### config.mk
export PLATFORM = sky130hd
export DESIGN_NAME = sprite_line_sched_flat
export DESIGN_NICKNAME = d
export VERILOG_FILES = /design/src/rtl/sprite_line_sched_if.sv /design/src/rtl/sprite_line_sched.sv /design/src/flat_wrapper.sv
export SDC_FILE = /design/constraint.sdc
export NUM_CORES = 1
export LEC_CHECK = 0
export ABC_AREA = 0
export CAP_MARGIN = 40
export CORE_UTILIZATION = 60
export DETAILED_ROUTE_END_ITERATION = 8
export DONT_BUFFER_PORTS = 1
export PLACE_DENSITY = 0.78
export SETUP_SLACK_MARGIN = 0.2
export SLEW_MARGIN = 0
export SYNTH_ARGS = -nofsm -noshare
export SYNTH_HDL_FRONTEND = slang
export SYNTH_SLANG_ARGS = --single-unit
### constraint.sdc
create_clock -name clk -period 5.37 [get_ports clk]
set_clock_uncertainty 0.2 [all_clocks]
set_input_delay 1.3425 -clock clk [delete_from_list [all_inputs] [get_ports clk]]
set_output_delay 1.3425 -clock clk [all_outputs]
set_load 0.005 [all_outputs]
### src/rtl/sprite_line_sched_if.sv
// Sprite ROM read port: single port, registered,
// data returns one cycle after the read strobe.
interface sprite_line_sched_if #(
  parameter int AW = 6,
  parameter int DW = 8
);
  logic          rom_rd;
  logic [AW-1:0] rom_addr;
  logic [DW-1:0] rom_data;

  modport master (
    output rom_rd,
    output rom_addr,
    input  rom_data
  );

  modport slave (
    input  rom_rd,
    input  rom_addr,
    output rom_data
  );
endinterface

### src/rtl/sprite_line_sched.sv
// Per-scanline sprite fetch scheduler: walks sprite slots in
// hblank, fetches one ROM row per hit, publishes a line set.
module sprite_line_sched #(
  parameter int SPR_N = 2,
  parameter int SPR_W = 8,
  parameter int SPR_H = 16,
  parameter int IMG_W = 2,
  parameter int Y_W   = 10
) (
  input  logic                   clk,
  input  logic                   resetn,
  input  logic                   line_start,
  input  logic [Y_W-1:0]         vpos,
  input  logic [SPR_N*Y_W-1:0]   spr_y,
  input  logic [SPR_N*IMG_W-1:0] spr_img,
  input  logic [SPR_N-1:0]       spr_en,
  sprite_line_sched_if.master    rom,
  output logic [SPR_N*SPR_W-1:0] row_data,
  output logic [SPR_N-1:0]       row_hit,
  output logic                   busy,
  output logic                   done,
  output logic                   overrun
);

  localparam int ROW_W = $clog2(SPR_H);
  localparam int IDX_W = (SPR_N > 1) ? $clog2(SPR_N) : 1;

  localparam logic [1:0] S_IDLE   = 2'd0;
  localparam logic [1:0] S_CHECK  = 2'd1;
  localparam logic [1:0] S_WAIT   = 2'd2;
  localparam logic [1:0] S_COMMIT = 2'd3;

  localparam logic [IDX_W-1:0] IDX_LAST = IDX_W'(SPR_N - 1);
  localparam logic [Y_W-1:0]   H_LIM    = Y_W'(SPR_H);

  logic [1:0]       state_q, state_d;
  logic [IDX_W-1:0] idx_q, idx_d;
  logic [Y_W-1:0]   vl_q, vl_d;

  logic [SPR_N-1:0][SPR_W-1:0] stg_row_q, stg_row_d;
  logic [SPR_N-1:0][SPR_W-1:0] pub_row_q, pub_row_d;
  logic [SPR_N-1:0]            stg_hit_q, stg_hit_d;
  logic [SPR_N-1:0]            pub_hit_q, pub_hit_d;

  logic done_q, done_d;
  logic ovr_q, ovr_d;

  logic [Y_W-1:0]   cur_y;
  logic [Y_W-1:0]   diff;
  logic [IMG_W-1:0] cur_img;
  logic             hit;
  logic             last;

  // Sprite attributes are read live, not latched per line
  assign cur_y   = spr_y[idx_q*Y_W +: Y_W];
  assign cur_img = spr_img[idx_q*IMG_W +: IMG_W];
  assign diff    = vl_q - cur_y;
  assign hit     = spr_en[idx_q] && (diff < H_LIM);
  assign last    = (idx_q == IDX_LAST);

  assign rom.rom_rd   = (state_q == S_CHECK) && hit;
  assign rom.rom_addr = rom.rom_rd
                      ? {cur_img, diff[ROW_W-1:0]}
                      : '0;

  assign busy     = (state_q != S_IDLE);
  assign done     = done_q;
  assign overrun  = ovr_q;
  assign row_data = pub_row_q;
  assign row_hit  = pub_hit_q;

  always_comb begin
    state_d   = state_q;
    idx_d     = idx_q;
    vl_d      = vl_q;
    stg_row_d = stg_row_q;
    stg_hit_d = stg_hit_q;
    pub_row_d = pub_row_q;
    pub_hit_d = pub_hit_q;
    done_d    = 1'b0;
    ovr_d     = ovr_q | (line_start && busy);

    unique case (state_q)
      S_IDLE: begin
        if (line_start) begin
          vl_d    = vpos;
          idx_d   = '0;
          state_d = S_CHECK;
        end
      end
      S_CHECK: begin
        if (hit) begin
          state_d = S_WAIT;
        end else begin
          stg_row_d[idx_q] = '0;
          stg_hit_d[idx_q] = 1'b0;
          if (last) state_d = S_COMMIT;
          else      idx_d   = idx_q + 1'b1;
        end
      end
      S_WAIT: begin
        stg_row_d[idx_q] = rom.rom_data;
        stg_hit_d[idx_q] = 1'b1;
        if (last) begin
          state_d = S_COMMIT;
        end else begin
          idx_d   = idx_q + 1'b1;
          state_d = S_CHECK;
        end
      end
      S_COMMIT: begin
        // Whole line set swaps in one edge
        pub_row_d = stg_row_q;
        pub_hit_d = stg_hit_q;
        done_d    = 1'b1;
        state_d   = S_IDLE;
      end
      default: state_d = S_IDLE;
    endcase
  end

  always_ff @(posedge clk or negedge resetn) begin
    if (!resetn) begin
      state_q   <= S_IDLE;
      idx_q     <= '0;
      vl_q      <= '0;
      stg_row_q <= '0;
      stg_hit_q <= '0;
      pub_row_q <= '0;
      pub_hit_q <= '0;
      done_q    <= 1'b0;
      ovr_q     <= 1'b0;
    end else begin
      state_q   <= state_d;
      idx_q     <= idx_d;
      vl_q      <= vl_d;
      stg_row_q <= stg_row_d;
      stg_hit_q <= stg_hit_d;
      pub_row_q <= pub_row_d;
      pub_hit_q <= pub_hit_d;
      done_q    <= done_d;
      ovr_q     <= ovr_d;
    end
  end

endmodule

### src/flat_wrapper.sv
// flat-port wrapper written by rule: the top's interface ports become plain ports
module sprite_line_sched_flat 
#(
  parameter int SPR_N = 2,
  parameter int SPR_W = 8,
  parameter int SPR_H = 16,
  parameter int IMG_W = 2,
  parameter int Y_W   = 10
)
  (clk, resetn, line_start, vpos, spr_y, spr_img, spr_en, row_data, row_hit, busy, done, overrun, rom_rom_rd, rom_rom_addr, rom_rom_data);
  sprite_line_sched_if #(.AW(6), .DW(8)) rom_i ();
  input  logic clk;
  input  logic resetn;
  input  logic line_start;
  input  logic [Y_W-1:0] vpos;
  input  logic [SPR_N*Y_W-1:0] spr_y;
  input  logic [SPR_N*IMG_W-1:0] spr_img;
  input  logic [SPR_N-1:0] spr_en;
  output logic [SPR_N*SPR_W-1:0] row_data;
  output logic [SPR_N-1:0] row_hit;
  output logic busy;
  output logic done;
  output logic overrun;
  output wire logic [$bits(rom_i.rom_rd)-1:0] rom_rom_rd;
  output wire logic [$bits(rom_i.rom_addr)-1:0] rom_rom_addr;
  input wire logic [$bits(rom_i.rom_data)-1:0] rom_rom_data;
  assign rom_rom_rd = rom_i.rom_rd;
  assign rom_rom_addr = rom_i.rom_addr;
  assign rom_i.rom_data = rom_rom_data;
  sprite_line_sched #(.SPR_N(SPR_N), .SPR_W(SPR_W), .SPR_H(SPR_H), .IMG_W(IMG_W), .Y_W(Y_W)) u_core (.clk(clk), .resetn(resetn), .line_start(line_start), .vpos(vpos), .spr_y(spr_y), .spr_img(spr_img), .spr_en(spr_en), .rom(rom_i), .row_data(row_data), .row_hit(row_hit), .busy(busy), .done(done), .overrun(overrun));
endmodule
; After elaboration in Yosys (flattened, before gate mapping)
; Cells that the tools add are included.
[totals]
register_bits = 51
out_inout_bits = 28
elab_cells = 65
[op_classes]
n_addsub = 2
multipliers = 1
n_lt_le_gt_ge = 3
n_eq_ne = 6
n_shift = 2
muxes = 22
bitwise_logic = 6
reduce_logical = 12
[op_table]
columns = cell, count
row1 = case mux 16 bit (2 select lines), 1
row2 = indexed part select 20 x 6 -> 10 bit, 1
row3 = bitwise AND 16 bit, 1
row4 = bitwise mux 16 bit, 1
row5 = two-way mux 16 bit, 1
row6 = NOT 16 bit, 1
row7 = "< comparator 10 x 5 -> 1 bit, second input constant", 1
row8 = two-way mux 2 bit, 5
row9 = subtractor 10 bit, 1
row10 = demux 8 bit (select 1 bit), 1
row11 = two-way mux 8 bit, 1
row12 = case mux 2 bit (4 select lines), 1
row13 = two-way mux 1 bit, 7
row14 = two-way mux 6 bit, 1
row15 = AND reduction 2 bit, 3
row16 = "== test 2 bit, second input constant", 2
row17 = logical AND 1 bit, 4
row18 = "multiplier 1 x 3 -> 4 bit, second input constant", 1
row19 = "!= test 2 bit, second input constant", 2
row20 = case mux 2 bit (2 select lines), 1
row21 = nonzero test 2 bit, 2
row22 = indexed part select 4 x 3 -> 2 bit, 1
row23 = "!= test 3 x 1 -> 1 bit, second input constant", 1
row24 = case mux 1 bit (3 select lines), 1
row25 = 12 further kinds, 12

; Depth between registers and ports, before layout
; Gate-level depths: netlist of run 1.
[logic_depth]
depth_word = 8
mapped_depth = 12
depth_no_buf = 11

; Worst setup path before layout of run 1
; OpenSTA, ideal clock, no wires.
[synth_timing]
path_type = input port to output port
start = in spr_y[10]
end = out rom_rom_addr[2]
arrival_ns = 3.689
required_time_ns = 3.828
setup_slack_ns = 0.139
path_stages = 11
path_cell_list = mux2_2 ha_1 fa_1 nand2b_1 a21oi_1 xor2_1 a211o_1 nor4b_4 nand3_4 buf_6 nor2_1
[synth_via]
elab_chain_cells = 6
[synth_rtl]
columns = item, line
row1 = start: declaration, flat_wrapper.sv:16  ; input logic [SPR_N*Y_W-1:0] spr_y;
row2 = indexed part select 20 x 6 -> 10 bit *, sprite_line_sched.sv:55  ; assign cur_y = spr_y[idx_q*Y_W +: Y_W];
row3 = subtractor 10 bit *, sprite_line_sched.sv:57  ; assign diff = vl_q - cur_y;
row4 = < comparator 10 x 5 -> 1 bit, sprite_line_sched.sv:58  ; assign hit = spr_en[idx_q] && (diff < H_LIM);
row5 = logical AND 1 bit, sprite_line_sched.sv:58
row6 = logical AND 1 bit, sprite_line_sched.sv:61  ; assign rom.rom_rd = (state_q == S_CHECK) && hit;
row7 = two-way mux 6 bit *, sprite_line_sched.sv:63  ; ? {cur_img, diff[ROW_W-1:0]}
row8 = end: declaration, flat_wrapper.sv:25  ; output wire logic [$bits(rom_i.rom_addr)-1:0] rom_rom_addr;
; Mark *: on every way between the ends. The rest lies on a longest branch, timed or not.

; Worst setup path in the final report of run 1
[layout_timing]
start = in spr_y[2]
end = out rom_rom_addr[0]
; The elaborated chain is that of the path after synthesis.

==> flow_metrics.tcl, run 1 <==
set metrics [dict create \
    startpoint "spr_y[2]" \
    cap_violations 0 \
    seq_area_frac_synth_pct 47.2 \
    ys_ff_latch 51 \
    wl_met1_mm 2.00 \
    cts_buffers 5 \
    cp-start-kind "input port" \
    area.growth.synth_to_final_pct 9.16 \
    fin_cells 273 \
    p_leak_nw 1.33 \
    htreeDepth 2 \
    setup_slack_ns 0.218 \
    yosysWarnings 0 \
    cp.arrival_ns 3.61 \
    cp.depth 9 \
    post-route-period-util_pct 95.9 \
    tns_ns 0 \
    cp.required_ns 3.83 \
    crit_path_end "rom_rom_addr[0]" \
    regToRegEndpoint "u_core.idx_q$_DFFE_PN0P_" \
    ios 75 \
    max_stage_delay_ns 0.47 \
    power_w 0.00196 \
    cp_slowest_cell "or4b_1" \
    clkLatencyLatePin_ns 0.30 \
    tritoncts "done" \
    ant_nets 0 \
    critPathMaxFanout 8 \
    worstPathCellList "mux2i_2 -> ha_2 -> o211ai_2 -> a21oi_2 -> or4b_1 -> a211o_1 -> nor4b_4 -> nand3_4 -> nor2_4" \
    syn_area_sq_um 2700 \
    cts.reportedPaths.clkPinSlew_ns 0.08 \
    worst-r2r-cell-count 11 \
    portBuffers 0 \
    holdBufCountCts 0 \
    power.density_nw_per_um2 665 \
    grt_pass1_wl_mm 8.48 \
    rsz0062_at_grt "yes" \
    synth_top_flop_cell "dfrtp_1" \
    num_rows 24 \
    path_class "input port to output port" \
    die_y_um 69.1 \
    final_layout_size_suffix_gt1_share_pct 33.0 \
    vias_per_cell 6.51 \
    wirelength_mm 5.22 \
    status "finished clean" \
    endpoint_kind "output port" \
    drt_iter0_markers 109 \
    ir_drop_mv 0.345 \
    antenna-diode-count 0 \
    dpl.hpwl_mm 3.71 \
    cts-root-buf "clkbuf_8" \
    grt_pass1_vias 1818 \
    slew-limit-headroom_pct 41.4 \
    wire_per_inst_um 19.1 \
    stdcell_area_sq_um 2950 \
    via_count 1778 \
    grt_max_degree 52 \
    route.detailed.drc 0 \
    avgSynthCellArea_sq_um 12.6 \
    slew_violations 0 \
    place_inst 260 \
    setup_viol 0 \
    fillerInstances 328 \
    core_area_sq_um 4350 \
    min_path_type "register to register" \
    clock_path_buffers 2 \
    dieWidth_um 69.1 \
    wl_met2_mm 2.82 \
    place_congestion 0.903 \
    start_util_pct 62.1 \
    syn_inst 215 \
    r2r_start "u_core.idx_q$_DFFE_PN0P_" \
    async_flop_share_pct 100 \
    period_needed_ns 5.15 \
    synth-edff-count 0 \
    grt_remaining_overflow 0 \
    nets 282 \
    dp_worst_setup_slack_ns 0.242 \
    cts_sinks 51 \
    r2r_slack_ns 1.41 \
    dpl-instance-area_sq_um 2730 \
    firstDrtPassIters 4 \
    top_layer "met4" \
    dr_wl_met3_um 288 \
    cp_num_buf_inv 0 \
    hold_viol_final 0 \
    tightest_slew_ns 0.879 \
    synth_cell_types 47 \
    critPathTopFamily "simple AND/OR/NAND/NOR gates" \
    max_clock_freq_mhz 194 \
    antenna_found_initial 0 \
    grt_usage_pct 22.2 \
    min_path_cells 1 \
    syn-num-nets 277 \
    die_area_sq_um 4780 \
]
[power by group]
| part | internal, W | leakage (nW) | switching [W] | total, W |
|---|---|---|---|---|
| combinational | 0.000504 | 0.636 | 0.000522 | 0.00103 |
| clock | 0.000139 | 0.0581 | 0.000127 | 0.000266 |
| sequential | 0.000553 | 0.635 | 0.000118 | 0.000670 |
[repair_timing]
action / 4_1_cts / 5_1_grt
setup buffers: 0 / 5
gates resized for setup: 0 / 20
endpoints found under the setup margin: 0 / 7
hold endpoints to repair: 0 / 0
[metal layers]
| layer | up-vias | track usage [%] |
|---|---|---|
| li1 | 808 | - |
| met5 | - | 0 |
| met1 | 893 | 24.5 |
| met2 | 64 | 41.2 |
| met3 | 13 | 6.58 |
| met4 | 0 | 5.67 |
[state kept, by name (all words and copies together) (netlist names), named ones only]
register,flops
u_core.row_data,16
u_core.stg_row_q,16
u_core.vl_q,10
u_core.row_hit,2
u_core.state_q,2
u_core.done,1
u_core.idx_q,1
u_core.overrun,1
[cell families after synthesis]
logic type,share of synthesized area (%)
xor+xnor,1.30
simple gates,8.01
fa+ha+maj,7.22
compound gates,15.3
buf+inv,3.70
flops,47.2
mux,17.3
[metrics by stage]
step	hold WS [ns]	util [%]
6_report	0.293	67.8
5_1_grt	0.306	67.8
4_1_cts	0.298	65.2
3_5_place_dp	0.277	62.6
3_3_place_gp	0.273	62.6
2_1_floorplan	0.251	-
[worst min-delay path by stage]
stage / from / slack (ns) / to
6_report: u_core.stg_row_q[1]$_DFFE_PN0P_ / 0.29 / u_core.stg_row_q[1]$_DFFE_PN0P_
3_5_place_dp: u_core.overrun$_DFF_PN0_ / 0.28 / u_core.overrun$_DFF_PN0_
3_3_place_gp: u_core.stg_row_q[7]$_DFFE_PN0P_ / 0.27 / u_core.stg_row_q[7]$_DFFE_PN0P_
5_1_grt: u_core.stg_row_q[1]$_DFFE_PN0P_ / 0.31 / u_core.stg_row_q[1]$_DFFE_PN0P_
4_1_cts: u_core.stg_row_q[1]$_DFFE_PN0P_ / 0.30 / u_core.stg_row_q[1]$_DFFE_PN0P_
2_1_floorplan: u_core.overrun$_DFF_PN0_ / 0.25 / u_core.overrun$_DFF_PN0_
[cell type report]
type | count | area [sq um] | area share (%)
clock buffers | 5 | 68.8 | 2.33
clock inverters | 3 | 43.8 | 1.48
inverters | 10 | 37.5 | 1.27
multi-input cells | 145 | 1410 | 47.6
flip-flops and latches | 51 | 1280 | 43.3
well taps | 52 | 65.1 | 2.20
repair buffers | 7 | 52.6 | 1.78
[synth_stat cells (all sizes together), types with 3 or more instances]
master	count	area [sq um]
dfrtp	51	1280
mux2	30	338
a32o	16	160
ha	14	175
nor2	14	52.6
mux2i	13	130
inv	10	37.5
a21oi	6	37.5
buf	6	45.0
nand2	6	32.5
o21ai	4	20.0
a21o	3	23.8
nand2b	3	18.8
nor3	3	15.0
o211ai	3	37.5
o21a	3	22.5
xor2	3	26.3
[cell usage in the layout (no fill, tap or decap), types with 2 or more instances in the layout]
cell type,instances
a211o_1,2
a21o_1,2
a21oi_1,3
a21oi_2,2
a221o_1,2
a31oi_1,2
a32o_1,16
buf_4,7
clkbuf_8,5
dfrtp_1,50
ha_1,12
ha_2,2
inv_1,10
mux2_2,29
mux2i_1,11
mux2i_2,2
nand2_1,4
nand2b_1,2
nor2_1,8
nor2_4,6
nor3_1,3
o211ai_2,3
o21a_1,3
o21ai_0,4
xor2_1,3
(Power assumes the default switching activity.)
==> run 2: changes to the inputs <==
--- a/config.mk
+++ b/config.mk
@@ -7,12 +7,13 @@
 export LEC_CHECK = 0
 export ABC_AREA = 0
 export CAP_MARGIN = 40
-export CORE_UTILIZATION = 60
+export CELL_PAD_IN_SITES_DETAIL_PLACEMENT = 1
+export CELL_PAD_IN_SITES_GLOBAL_PLACEMENT = 1
+export CORE_UTILIZATION = 49
 export DETAILED_ROUTE_END_ITERATION = 8
 export DONT_BUFFER_PORTS = 1
-export PLACE_DENSITY = 0.78
+export PLACE_DENSITY = 0.8
 export SETUP_SLACK_MARGIN = 0.2
-export SLEW_MARGIN = 0
 export SYNTH_ARGS = -nofsm -noshare
 export SYNTH_HDL_FRONTEND = slang
 export SYNTH_SLANG_ARGS = --single-unit
==> flow_metrics.tcl, run 2 (synthesis gave the netlist of run 1 again) <==
set metrics [dict create \
    status "finished clean" \
    grt_remaining_overflow 0 \
    num_rows 26 \
    area.growth.synth_to_final_pct 9.35 \
    tightest_slew_ns 0.921 \
    portBuffers 0 \
    grt_max_degree 52 \
    ir_drop_mv 0.298 \
    period_needed_ns 5.10 \
    tns_ns 0 \
    vias_per_cell 6.11 \
    grt_pass1_vias 1967 \
    post-route-period-util_pct 94.9 \
    cp.depth 8 \
    grt_pass1_wl_mm 9.89 \
    cp_num_buf_inv 0 \
    cts-root-buf "clkbuf_8" \
    power.density_nw_per_um2 653 \
    die_area_sq_um 5820 \
    rsz0062_at_grt "yes" \
    tritoncts "done" \
    ant_nets 0 \
    wire_per_inst_um 20.1 \
    power_w 0.00193 \
    max_stage_delay_ns 0.50 \
    cap_violations 0 \
    cp.arrival_ns 3.56 \
    max_clock_freq_mhz 196 \
    cp_slowest_cell "or4b_1" \
    route.detailed.drc 0 \
    final_layout_size_suffix_gt1_share_pct 33.0 \
    core_area_sq_um 5200 \
    ios 75 \
    layout.cells.most_common "dfrtp_1" \
    htreeDepth 2 \
    worst-r2r-cell-count 12 \
    cts_buffers 5 \
    place_congestion 0.834 \
    critPathTopFamily "simple AND/OR/NAND/NOR gates" \
    cts_sinks 51 \
    via_count 1777 \
    antenna_found_initial 0 \
    dpl.hpwl_mm 4.31 \
    hold_viol_final 0 \
    p_leak_nw 1.31 \
    dieWidth_um 76.3 \
    min_path_cells 1 \
    place_inst 278 \
    antenna-diode-count 0 \
    grt_usage_pct 21.7 \
    fin_cells 291 \
    worstPathCellList "mux2i_1 -> ha_1 -> a21o_1 -> or4b_1 -> a211o_1 -> nor4b_4 -> nand3_4 -> nor2_4" \
    nets 282 \
    dp_worst_setup_slack_ns 0.177 \
    path_class "input port to output port" \
    clock_path_buffers 2 \
    slew_violations 0 \
    min_path_type "register to register" \
    endpoint_kind "output port" \
    cp.required_ns 3.83 \
    wirelength_mm 5.84 \
    final_cell_mix "50 x dfrtp_1, 29 x mux2_2, 16 x a32o_1" \
    setup_viol 0 \
    final_util_pct 56.8 \
    die_y_um 76.3 \
    slew-limit-headroom_pct 38.6 \
    cts.reportedPaths.clkPinSlew_ns 0.10 \
    start_util_pct 51.9 \
    firstDrtPassIters 4 \
    critPathMaxFanout 8 \
    cp-start-kind "input port" \
    drt_iter0_markers 98 \
    clkLatencyLatePin_ns 0.31 \
    setup_slack_ns 0.272 \
]
run 2: changes by cell type in the layout (fill, tap and decap cells not counted):
cell,delta
mux2i_1,-1
a21oi_2,+1
a21oi_4,-1
clkinv_2,-1
nand2b_1,+1
clkinv_4,+1
nand2b_4,-1
bufinv_16,-1
inv_8,+1
mux2i_4,+1
run 2: routing by layer:
| metal | vias to the layer above | GRT usage [%] | wire, um |
|---|---|---|---|
| met2 | 58 | 40.2 | 3200 |
| met4 | 0 | 6.54 | 88 |
| met5 | - | 0 | 0 |
| met3 | 9 | 5.75 | 273 |
| met1 | 902 | 24.1 | 2270 |
| li1 | 808 | - | - |
run 2: path summary, 6_finish.rpt:
check                                                 start                          endpoint  slack, ns
setup / recovery                                  spr_y[14]                   rom_rom_addr[0]       0.27
hold / removal             u_core.stg_row_q[13]$_DFFE_PN0P_  u_core.stg_row_q[13]$_DFFE_PN0P_       0.30
setup reg to reg                   u_core.idx_q$_DFFE_PN0P_          u_core.idx_q$_DFFE_PN0P_       1.42
hold reg to reg            u_core.stg_row_q[13]$_DFFE_PN0P_  u_core.stg_row_q[13]$_DFFE_PN0P_       0.30
max in group asynchronous                            resetn          u_core.idx_q$_DFFE_PN0P_       4.36
min in group asynchronous                            resetn        u_core.vl_q[9]$_DFFE_PN0P_       0.51
run 2: power breakdown:
group	internal, W	switching [W]
Clock	0.0000968	0.000140
Combinational	0.000497	0.000521
Sequential	0.000553	0.000122
Total	0.00115	0.000783
run 2: what timing repair did:
item | CTS | global route
endpoints found under the hold margin | 0 | 0
hold buffers | 0 | 0
endpoints found under the setup margin | 6 | 7
pin swaps | 9 | 9
setup buffers | 2 | 3
resized for setup | 14 | 6
run 2: metrics by stage:
stage          hold WS, ns  instance area (sq um)
3_3_place_gp         0.270                   2750
2_1_floorplan        0.251                   2710
3_5_place_dp         0.280                   2750
5_1_grt              0.327                   2960
4_1_cts              0.304                   2910
6_report             0.301                   2960
run 2: cell type report:
cell class / count / area (sq um)
Tap cell: 70 / 87.6
Timing Repair Buffer: 7 / 52.6
Inverter: 10 / 37.5
Clock inverter: 3 / 28.8
Multi-Input combinational cell: 145 / 1400
Clock buffer: 5 / 68.8
Fill cell: 550 / 2250
Sequential cell: 51 / 1280
run 2: worst register-to-register path: stages, from the launching register on:
cell and delay (ns):
dfrtp_2 0.49, buf_4 0.28, mux2i_2 0.24, ha_1 0.28
o211ai_2 0.19, a21oi_2 0.07, or4b_1 0.46, a211o_1 0.34
nor4b_4 0.30, nand3_4 0.25, buf_4 0.30, nand2_1 0.10
mux2_1 0.32
==> RTL change 1 (flow settings as in run 1) <==
The output `done` loses its register stage (`done_q` becomes a continuous assignment).
--- a/src/rtl/sprite_line_sched.sv
+++ b/src/rtl/sprite_line_sched.sv
@@ -130,3 +130,2 @@
       pub_hit_q <= '0;
-      done_q    <= 1'b0;
       ovr_q     <= 1'b0;
@@ -140,3 +139,2 @@
       pub_hit_q <= pub_hit_d;
-      done_q    <= done_d;
       ovr_q     <= ovr_d;
@@ -145,2 +143,4 @@
 
+  assign done_q = done_d;
+
 endmodule
Function: changed (a bounded check fails within 4 cycles, from zero or initial values and one cycle with resetn low).
==> RTL change 1 against run 1 <==
- total power rose by 0.34%
- synthesized cell count shrank 0.47%
- synthesized area fell by 0.93%
- largest power group unchanged
- sequential cell count down 1
- largest cell class unchanged
- setup slack lost 0.084 ns
- wire length increased by 5.1%
- critical path type unchanged
- final area is 0.76% lower
- hold slack lost 0.0053 ns
- count of clock-buffer cells in the layout up 1
==> RTL change 1: results (changes against run 1) <==
Post-Route WL -> 5487 um (+5.1%)
Min-Delay Path Class -> reg2reg
Status -> finished, final reports clean
Global-route wire length before repair -> 7907 um (-6.8%)
Largest net degree at the start of global routing -> 51 (-1.9%)
Vias -> 1757 (-1.2%)
Vias in the first global route -> 1633 (-10%)
Clock buffer depth -> 2 (unchanged)
Top post-synthesis cells by count -> dfrtp_1, mux2_2, a32o_1, ha_1, nor2_1
Clock Latency Late Sink -> 0.30 ns (about the same)
Final hold vios -> 0 (unchanged)
Post-Synthesis Mean Instance Area -> 12.52 um^2 (-0.46%)
Port bufs -> 0 (unchanged)
Synth cell types -> 47 (unchanged)
Root Buffer -> clkbuf_8
Reg clk slew, reported paths -> 0.09 ns
Fill count -> 289 (-12%)
Top post-synthesis cells by area -> dfrtp_1, mux2_2, ha_1
Drt via density -> 6.532 (+0.29%)
Worst slew margin -> 50.45% (+9.1 points)
Final HPWL DP -> 3754 um (+1.1%)
WP data arrival -> 3.69 ns (+0.08 ns)
Crit path max fanout -> 8 (unchanged)
N_diodes -> 0 (unchanged)
Pre-antenna DRT Iters -> 4 (unchanged)
DR iter-0 viols -> 92 (-16%)
GP Congestion -> 0.8066 (-11%)
Initial antenna violation count -> 0 (unchanged)
VDD IR-drop max -> 0.3534 mV (+2.3%)
Placed insts -> 258 (-0.77%)
Seq/Total Area, Yosys -> 46.71% (-0.49 points)
Synth warnings -> 0 (unchanged)
Ratio of cells with drive above 1 in the final layout -> 33.33% (+0.30 points)
Gr usage total -> 23.09% (+0.89 points)
P_leak -> 1.317 nW (-0.90%)
H-tree levels -> 2 (unchanged)
Async set-reset flop share out of synthesis -> 100.0% (unchanged)
Post-synthesis net count -> 276 (-0.36%)
Place WS -> 0.2144 ns (-0.02736 ns)
Number of CTS-inserted buffers -> 5 (unchanged)
RTL change 1: cell count changes after synthesis:
| cell | delta |
|---|---|
| dfrtp_1 | -1 |
RTL change 1: per-layer routing:
metal	vias up	part of all wire (%)	GRT usage [%]	wire length (um)
li1	812	-	-	-
met1	871	43	31.56	2336
met2	67	50	37.13	2743
met3	7	6.4	5.428	352
met4	0	1.0	5.612	55
met5	-	0	0	0
RTL change 1: kinds of logic (layout without fill, tap and decap cells):
group	Yosys count	count (layout)	synth area share [%]
adders and majority gates	15	15	7.286
AOI/OAI and AO/OA	47	47	15.41
muxes	43	43	17.47
xor gates and xnor gates	4	4	1.308
DFF	50	50	46.71
buffers and inverters	19	24	3.737
and+or+nand+nor	36	36	8.081
RTL change 1: final cells by class:
| class | count | area (um^2) | area share (%) |
|---|---|---|---|
| multi-input combinational | 145 | 1403 | 47.89 |
| sequential | 50 | 1252 | 42.76 |
| clock buffer | 6 | 82.58 | 2.819 |
| tap | 50 | 62.56 | 2.136 |
| timing repair buffer | 6 | 52.55 | 1.794 |
| clock inverter | 2 | 38.79 | 1.324 |
| inverter | 10 | 37.54 | 1.282 |
RTL change 1: path summary, 6_finish.rpt:
| path | slack [ns] | cells after the start | end | from |
|---|---|---|---|---|
| max | 0.13 | 9 | rom_rom_addr[1] | spr_y[2] |
| min | 0.29 | 1 | u_core.overrun | u_core.overrun |
| max reg2reg | 1.37 | 12 | u_core.idx_q | u_core.idx_q |
| min reg2reg | 0.29 | 1 | u_core.overrun | u_core.overrun |
| max in group asynchronous | 4.35 | 0 | u_core.row_data[14] | resetn |
| min in group asynchronous | 0.53 | 0 | u_core.vl_q[8] | resetn |
RTL change 1: repair_timing:
item,in CTS,in global routing
endpoints found under the setup margin,0,7
setup buffers,0,3
endpoints found under the hold margin,0,0
gates resized for setup,0,20
RTL change 1: where the power goes:
group	total (mW)	internal [mW]	switching (mW)
Clock	0.276	0.153	0.123
Sequential	0.673	0.542	0.131
Combinational	1.02	0.503	0.518
RTL change 1: worst max-delay path, stage by stage:
cell      delay [ns]
mux2i_2         0.14
ha_2            0.33
o211ai_2        0.18
a21oi_2         0.06
or4b_4          0.48
a211o_1         0.30
nor4b_4         0.41
nand3_4         0.26
nor2_4          0.18
==> RTL change 2 (flow settings as in run 1) <==
Made on the original files. Take the reset off `vl_q` and load it in a clocked block of its own.
--- a/src/rtl/sprite_line_sched.sv
+++ b/src/rtl/sprite_line_sched.sv
@@ -125,3 +125,2 @@
       idx_q     <= '0;
-      vl_q      <= '0;
       stg_row_q <= '0;
@@ -135,3 +134,2 @@
       idx_q     <= idx_d;
-      vl_q      <= vl_d;
       stg_row_q <= stg_row_d;
@@ -145,2 +143,6 @@
 
+  always_ff @(posedge clk) begin
+    vl_q <= vl_d;
+  end
+
 endmodule
Function: no difference found for any inputs over 10 cycles, from zero or initial values and one cycle with resetn low; that may be too few to reach the edited logic, so the function may still have changed.
==> RTL change 2 against run 1 <==
- critical path depth increased by 1
- largest cell class is now registers
- final area decreased by 7.1%
- highest routed layer unchanged
- wire length decreased by 12%
- sequential cell count unchanged
- critical path type unchanged
- setup slack improved by 0.19 ns
- core utilization decreased by 0.70 points
- synthesized area decreased by 3.1%
- hold slack improved by 0.0046 ns
- total power decreased by 23%
==> RTL change 2: results (changes against run 1) <==
Status -> finished, final reports clean
Clk cell area share -> 3.469% (-0.35 points)
Gr usage total -> 21.31% (-0.88 points)
Ratio of cells with drive above 1 in the final layout -> 17.67% (-15 points)
Fill count -> 313 (-4.6%)
Inverter count -> 12 (+2)
Hold path start -> u_core.stg_row_q[12]
Clock share of power -> 15.1% (+1.6 points)
Post-synth EDFFs -> 10 (+10)
Non-clk buf share -> 0.5477% (-1.2 points)
Met2 Wirelength -> 2337 um (-17%)
Fraction of area in multi-input gates -> 43.68% (-4.0 points)
Slew @ Worst Pin -> 0.8929 ns (+0.01366 ns)
Top post-synthesis cells by area -> dfrtp_1, edfxtp_1, mux2_2
Place WS -> 0.3617 ns (+0.1199 ns)
Synth cell types -> 48 (+2.1%)
Combinational power share -> 43.1% (-9.2 points)
Fraction of area in registers -> 48.38% (+5.1 points)
Async set-reset flop share out of synthesis -> 80.39% (-20 points)
Top post-synthesis cells by count -> dfrtp_1, mux2_2, a32o_1, ha_1, mux2i_1
Critical path launch point -> spr_y[10]
VDD IR-drop max -> 0.2567 mV (-26%)
Largest net degree at the start of global routing -> 42 (-19%)
Global-route wire length before repair -> 7169 um (-15%)
Worst stage delay on the critical path -> 0.40 ns (-0.07 ns)
DR iter-0 viols -> 69 (-37%)
Metal3 WL -> 310 um (+7.6%)
Met2 Track Usage GR -> 36.64% (-4.6 points)
Pint -> 936.4 uW (-22%)
-- RTL change 2: changes by cell type in the layout (fill, tap and decap cells not counted), sizes merged, moves of 3 or more --
cell,before,now
buf,7,2
dfrtp,51,41
edfxtp,0,10
inv,10,14
mux2,30,20
o21ai,4,7
-- RTL change 2: worst paths after layout --
kind	cells past startpoint	slack [ns]	endpoint
worst max-delay path	10	0.40	rom_rom_addr[3]
worst min-delay path	1	0.30	u_core.stg_row_q[12]
worst max register to register	12	1.60	u_core.stg_row_q[0]
worst min register to register	1	0.30	u_core.stg_row_q[12]
max in group asynchronous	0	4.35	u_core.row_hit[1]
min in group asynchronous	0	0.51	u_core.row_data[2]
-- RTL change 2: stage by stage --
| stage | cells | util, % | instance area, um^2 | power (mW) | hold slack [ns] |
|---|---|---|---|---|---|
| 4_1_cts | 265 | 66.96 | 2736 | 1.512 | 0.3004 |
| 3_3_place_gp | 257 | 64.64 | 2641 | 1.248 | 0.2712 |
| 3_5_place_dp | 257 | 64.64 | 2641 | 1.285 | 0.2763 |
| 6_report | 265 | 67.09 | 2741 | 1.502 | 0.2973 |
| 2_1_floorplan | 215 | - | 2620 | 1.165 | 0.2510 |
| 5_1_grt | 265 | 67.09 | 2741 | 1.615 | 0.3090 |
-- RTL change 2: cells by family after synthesis --
| kind of cell | Yosys count | share of synthesized area [%] |
|---|---|---|
| XOR/XNOR | 3 | 1.003 |
| adder cells (fa/ha/maj) | 15 | 7.450 |
| AO/OA/AOI/OAI | 51 | 15.38 |
| multiplexers | 34 | 14.09 |
| flip-flops | 51 | 50.62 |
| AND/OR/NAND/NOR | 39 | 7.594 |
| buffers and inverters | 22 | 3.868 |
